[src/rtl/is_pkg.sv]
// Shared constants and helpers for the systolic-array sum collector.
package is_pkg;

    localparam int DEF_D_W        = 8;
    localparam int DEF_COLS       = 4;
    localparam int DEF_FIFO_DEPTH = 4;

    // A partial sum carries the full product width of two operands.
    function automatic int sum_width(input int d_w);
        return 2 * d_w;
    endfunction

    // Lane c of a packed row starts at bit c*s_w.
    function automatic int lane_lsb(input int lane, input int s_w);
        return lane * s_w;
    endfunction

endpackage

[src/rtl/is_sum_fifo.sv]
// Show-ahead FIFO for aligned rows; head is visible on rdata whenever empty is low.
module is_sum_fifo #(
    parameter int WIDTH = 64,
    parameter int DEPTH = 4
) (
    input  logic             clk,
    input  logic             rst,
    input  logic             push,
    input  logic             pop,
    input  logic [WIDTH-1:0] wdata,
    output logic [WIDTH-1:0] rdata,
    output logic             full,
    output logic             empty
);

    localparam int AW = $clog2(DEPTH);
    localparam logic [AW:0] PTR_ONE = (AW + 1)'(1);

    logic [AW:0]      wr_ptr_reg;
    logic [AW:0]      rd_ptr_reg;
    logic [WIDTH-1:0] mem [DEPTH];
    logic             do_push;
    logic             do_pop;

    // The extra pointer bit distinguishes full from empty when the indices match.
    assign empty = (wr_ptr_reg == rd_ptr_reg);
    assign full  = (wr_ptr_reg[AW] != rd_ptr_reg[AW]) &&
                   (wr_ptr_reg[AW-1:0] == rd_ptr_reg[AW-1:0]);

    assign do_pop  = pop && !empty;
    assign do_push = push && (!full || do_pop);

    always_ff @(posedge clk or negedge rst) begin
        if (!rst) begin
            wr_ptr_reg <= '0;
            rd_ptr_reg <= '0;
        end else begin
            if (do_push) begin
                wr_ptr_reg <= wr_ptr_reg + PTR_ONE;
            end
            if (do_pop) begin
                rd_ptr_reg <= rd_ptr_reg + PTR_ONE;
            end
        end
    end

    always_ff @(posedge clk) begin
        if (do_push) begin
            mem[wr_ptr_reg[AW-1:0]] <= wdata;
        end
    end

    assign rdata = mem[rd_ptr_reg[AW-1:0]];

endmodule

[src/rtl/is_sum_collector.sv]
// Deskews the bottom-row partial sums of a systolic array and queues whole rows.
// Define IS_COLLECT_RELU_EN to clamp negative lanes to zero as rows enter the FIFO.
module is_sum_collector
    import is_pkg::*;
#(
    parameter int D_W        = DEF_D_W,
    parameter int COLS       = DEF_COLS,
    parameter int FIFO_DEPTH = DEF_FIFO_DEPTH
) (
    input  logic                              clk,
    input  logic                              rst,
    input  logic                              in_valid,
    input  logic [COLS*sum_width(D_W)-1:0]    in_sum,
    input  logic                              clr_ovf,
    output logic                              out_valid,
    input  logic                              out_ready,
    output logic [COLS*sum_width(D_W)-1:0]    out_data,
    output logic                              ovf,
    output logic [7:0]                        row_cnt
);

    localparam int S_W   = sum_width(D_W);
    localparam int ROW_W = COLS * S_W;

    logic [COLS-2:0]  valid_pipe_reg;
    logic             aligned_valid;
    logic [ROW_W-1:0] aligned_row;
    logic [ROW_W-1:0] push_row;

    logic             fifo_full;
    logic             fifo_empty;
    logic             fifo_pop;
    logic             push_accept;
    logic             push_drop;
    logic [ROW_W-1:0] fifo_rdata;

    logic             ovf_reg;
    logic             ovf_next;
    logic [7:0]       row_cnt_reg;
    logic [7:0]       row_cnt_next;

    // Lane c arrives c cycles after lane 0, so it waits COLS-1-c cycles to line up.
    for (genvar gi = 0; gi < COLS; gi++) begin : g_lane
        localparam int STAGES = COLS - 1 - gi;
        localparam int LSB    = lane_lsb(gi, S_W);

        if (STAGES == 0) begin : g_direct
            assign aligned_row[LSB +: S_W] = in_sum[LSB +: S_W];
        end else begin : g_delay
            logic [S_W-1:0] dly_reg [STAGES];

            always_ff @(posedge clk or negedge rst) begin
                if (!rst) begin
                    for (int i = 0; i < STAGES; i++) begin
                        dly_reg[i] <= '0;
                    end
                end else begin
                    dly_reg[0] <= in_sum[LSB +: S_W];
                    for (int i = 1; i < STAGES; i++) begin
                        dly_reg[i] <= dly_reg[i-1];
                    end
                end
            end

            assign aligned_row[LSB +: S_W] = dly_reg[STAGES-1];
        end
    end

    always_ff @(posedge clk or negedge rst) begin
        if (!rst) begin
            valid_pipe_reg <= '0;
        end else begin
            valid_pipe_reg[0] <= in_valid;
            for (int i = 1; i < COLS - 1; i++) begin
                valid_pipe_reg[i] <= valid_pipe_reg[i-1];
            end
        end
    end

    assign aligned_valid = valid_pipe_reg[COLS-2];

    for (genvar gi = 0; gi < COLS; gi++) begin : g_relu
        localparam int LSB = lane_lsb(gi, S_W);
`ifdef IS_COLLECT_RELU_EN
        assign push_row[LSB +: S_W] = aligned_row[LSB + S_W - 1] ? '0 : aligned_row[LSB +: S_W];
`else
        assign push_row[LSB +: S_W] = aligned_row[LSB +: S_W];
`endif
    end

    // A pop in the same cycle frees the slot, so a full FIFO only drops without one.
    assign fifo_pop    = out_ready && !fifo_empty;
    assign push_accept = aligned_valid && (!fifo_full || fifo_pop);
    assign push_drop   = aligned_valid && fifo_full && !fifo_pop;

    is_sum_fifo #(
        .WIDTH (ROW_W),
        .DEPTH (FIFO_DEPTH)
    ) u_fifo (
        .clk   (clk),
        .rst   (rst),
        .push  (push_accept),
        .pop   (fifo_pop),
        .wdata (push_row),
        .rdata (fifo_rdata),
        .full  (fifo_full),
        .empty (fifo_empty)
    );

    always_comb begin
        ovf_next     = ovf_reg;
        row_cnt_next = row_cnt_reg;
        if (push_drop) begin
            ovf_next = 1'b1;
        end else if (clr_ovf) begin
            ovf_next = 1'b0;
        end
        if (push_accept) begin
            row_cnt_next = row_cnt_reg + 8'd1;
        end
    end

    always_ff @(posedge clk or negedge rst) begin
        if (!rst) begin
            ovf_reg     <= 1'b0;
            row_cnt_reg <= '0;
        end else begin
            ovf_reg     <= ovf_next;
            row_cnt_reg <= row_cnt_next;
        end
    end

    // Unwritten FIFO slots are masked so the output is clean whenever nothing is queued.
    assign out_valid = !fifo_empty;
    assign out_data  = fifo_empty ? '0 : fifo_rdata;
    assign ovf       = ovf_reg;
    assign row_cnt   = row_cnt_reg;

endmodule

[config.mk]
export PLATFORM = sky130hd
export DESIGN_NAME = is_sum_collector
export DESIGN_NICKNAME = d
export VERILOG_FILES = /design/src/rtl/is_pkg.sv /design/src/rtl/is_sum_fifo.sv /design/src/rtl/is_sum_collector.sv
export SDC_FILE = /design/constraint.sdc
export NUM_CORES = 1
export LEC_CHECK = 0
export ABC_AREA = 0
export CAP_MARGIN = 15
export CORE_UTILIZATION = 35
export CTS_BUF_LIST = sky130_fd_sc_hd__clkbuf_16
export DETAILED_ROUTE_END_ITERATION = 7
export PLACE_DENSITY = 0.58
export RECOVER_POWER = 50
export SLEW_MARGIN = 10
export SYNTH_ARGS = -nofsm -noshare
export SYNTH_HDL_FRONTEND = slang
export SYNTH_HIERARCHICAL = 1
export SYNTH_SLANG_ARGS = --single-unit
[constraint.sdc]
create_clock -name clk -period 5.84 [get_ports clk]
set_input_delay 1.168 -clock clk [delete_from_list [all_inputs] [get_ports clk]]
set_output_delay 1.168 -clock clk [all_outputs]
set_load 0.01 [all_outputs]
==> results.py <==
metrics = {
    "run_status": {
        "status": "complete, but fails checks",
        "violations": "capacitance limit, slew limit",
    },
    "min_path": {
        "min_from": "g_lane[1].g_delay.dly_reg[29]",
        "holdPathEnd": "aligned_row[29]",
        "hold_path_depth": 0,
        "hold_class": "flop to flop",
    },
    "worst_setup_path": {
        "path_cells": "buf_4 -> mux4_2 -> nor2b_1 -> clkdlybuf4s50_1",
        "crit_arrival_ns": 3.03,
        "crit_buf_inv": 2,
        "startpoint_type": "flop",
        "critPathTopFamily": "buffers and inverters",
        "r2r_cells": 8,
        "critPathKind": "flop to output pin",
        "r2r_end": "u_fifo/mem[2][4]",
        "critPathCaptureType": "output pin",
        "crit_path_top_delay_cell": "dfrtp_4",
        "r2r_start": "u_fifo/rd_ptr_reg[0]",
        "path_max_fanout": 23,
        "reg2reg_slack_ns": 2.32,
        "slowest_delay_ns": 0.70,
        "required_ns": 4.67,
    },
    "logic_synthesis": {
        "synth_edf_count": 256,
        "ys_types": 37,
        "synth_top_area_share_pct": 59.1,
        "synth_top_area_cell": "edfxtp_1",
        "syn-num-nets": 657,
        "syn_inst": 582,
        "synthFlopType": "edfxtp_1",
        "avgSynthCellArea_um2": 22.4,
        "synth_common_cells": "256 x edfxtp_1, 114 x dfrtp_1, 64 x mux4_2",
        "yosysSeqAreaShare_pct": 81.0,
        "async_flop_share_pct": 30.8,
        "synthMostInstantiatedCell": "edfxtp_1",
        "syn_area_mm2": 0.0130,
        "synth-seq-cells": 370,
        "yosysWarnings": 6,
        "synth_area_leaders": "edfxtp_1 59%, dfrtp_1 22%, mux4_2 11%, nor2b_1 1.9%, and2b_1 1.4%",
    },
    "layout": {
        "final_cell_area_mm2": 0.0163,
        "largest_reg_flops": 256,
        "nets": 826,
        "syn_to_final_growth_pct": 24.9,
        "drive_above_1_share_pct": 18.3,
        "multi_input_area_mm2": 0.00235,
        "seq_area_mm2": 0.0105,
        "instances_no_fill": 1251,
        "fill_cells": 3152,
    },
    "cts": {
        "cts_max_level": 2,
        "cts_hold_buf": 0,
        "clkTransAtPathRegs_ns": 0.06,
        "cts.sinks": 370,
        "ctsLongestPathBuffers": 3,
        "cts.repair.resized": 0,
        "cts_root_buffer": "clkbuf_16",
        "worstSkewPairLatency_ns": 0.52,
        "cts_setup_buffers": 0,
        "cts_inserted_buffers": 39,
        "tritoncts": "yes",
    },
    "sta": {
        "setup_viol": 0,
        "worstMarginPinSlew_ns": 2.27,
        "hold_viol_final": 0,
        "min_period_over_period_pct": 71.9,
        "fin_tns_setup_ns": 0,
        "drv_slew": 40,
        "max_freq_mhz": 238,
        "period_needed_ns": 4.20,
        "slew_headroom_pct": -51.0,
        "rsz0062_at_grt": "false",
        "finClkSkew_ns": 0.0194,
    },
    "place": {
        "dp.cells": 1178,
        "portBuffers": 142,
        "gp_congestion": 0.681,
        "dpl_cell_area_mm2": 0.0150,
        "dp_hpwl_mm": 13.0,
    },
    "routing": {
        "drt_iter0_markers": 280,
        "dr.pass1.iters": 4,
        "post-route-drc-count": 0,
        "wl_per_cell_um": 18.6,
        "drtAntennaViolNets": 0,
        "drt_wl_total_mm": 23.3,
        "via_per_inst": 4.59,
        "vias": 5743,
    },
    "die": {
        "rows": 70,
        "io_pins": 143,
        "die_h_um": 195,
        "core-area_mm2": 0.0366,
        "die-area_mm2": 0.0380,
        "die_x_um": 195,
        "start_util_pct": 35.6,
    },
    "power_and_ir_drop": {
        "powerDensity_mw_per_mm2": 554,
        "switchingPower_mw": 2.58,
        "vdd_drop_max_uv": 278,
        "p_leak_nw": 5.73,
        "comb_power_share_pct": 33.9,
        "power.internal_mw": 6.42,
        "netSwitchingFraction_pct": 28.7,
        "p_seq_share_pct": 39.5,
        "clockPowerShare_pct": 26.5,
    },
    "global_route": {
        "grt_pass1_vias": 6229,
        "grt_pass1_wl_mm": 36.6,
        "overflow": 0,
        "grt_max_degree": 67,
        "antenna_found_initial": 3,
        "grtUsageTotal_pct": 12.7,
    },
    "job": {
        "cap_viol_max_count": 1,
    },
}
==> layout make-up <==
cell class                 instances  share of cell area [%]
sequential                       370                    64.9
multi-input combinational        181                    14.4
timing repair buffer             152                    9.14
clock buffer                      40                    6.16
tap                              468                    3.60
clock inverter                    31                    1.59
inverter                           7                   0.169
antenna                            2                  0.0308
==> cells in the final DEF, fill, tap and decap left out, types with 2 or more instances in the layout <==
cell type and n:
dfrtp_4 2, clkinv_1 7, clkbuf_16 40, buf_4 9, o311ai_0 2, dfrtp_1 112, inv_1 13, dlygate4sd3_1 65
nand3_1 2, bufinv_16 4, mux4_2 64, clkbuf_1 2, xnor2_1 9, and2b_1 24, o21ai_0 2, nor2b_1 40
clkinv_2 10, clkinvlp_4 2, clkdlybuf4s50_1 76, and3_4 3, diode_2 2, edfxtp_1 256, xor2_1 3, mux2_1 2
ha_1 6, nand2_1 4, nand4_1 3
==> logic make-up after synthesis <==
| logic type | synth area share, % |
|---|---|
| AO/OA/AOI/OAI | 0.836 |
| XOR/XNOR | 0.933 |
| adder cells (fa/ha/maj) | 0.577 |
| buffers and inverters | 1.13 |
| flip-flops | 81.0 |
| multiplexers | 11.3 |
| AND/OR/NAND/NOR | 4.21 |
==> stage by stage <==
stage	setup slack (ns)	power [mW]	hold slack, ns	utilization, %
after floorplan	2.16	5.28	0.331	-
after global placement	2.07	6.76	0.332	41.0
after detailed placement	2.07	6.76	0.335	41.0
after CTS	1.49	9.20	0.337	44.4
after global routing	1.24	9.49	0.339	44.4
final	1.64	9.01	0.339	44.4
==> how the worst max path moves through the flow <==
stage,start,endpoint,slack [ns],cells after the start
after detailed placement,u_fifo/rd_ptr_reg[0],out_data[21],2.07,4
after CTS,u_fifo/rd_ptr_reg[0],out_data[21],1.49,4
after global placement,u_fifo/rd_ptr_reg[0],out_data[6],2.07,4
after global routing,rst,u_fifo/rd_ptr_reg[0],1.24,2
final,u_fifo/rd_ptr_reg[0],out_data[0],1.64,4
after floorplan,out_ready,u_fifo/mem[1][0],2.16,5
==> power by group through the flow <==
stage / registers, mW / logic [mW] / clock network, mW
2_1_floorplan: 3.55 / 1.72 / 0
3_3_place_gp: 3.60 / 3.15 / 0
3_5_place_dp: 3.62 / 3.14 / 0
4_1_cts: 3.57 / 3.16 / 2.46
5_1_grt: 3.62 / 3.31 / 2.56
6_report: 3.56 / 3.06 / 2.39
==> metal layers <==
metal	up-vias	share of wire (%)	GRT usage, %
met5	-	0.073	0
li1	2607	-	-
met2	130	49	20.8
met4	2	2.0	3.65
met1	2958	45	16.9
met3	46	4.4	3.02
Power figures use the tool's default switching activity.
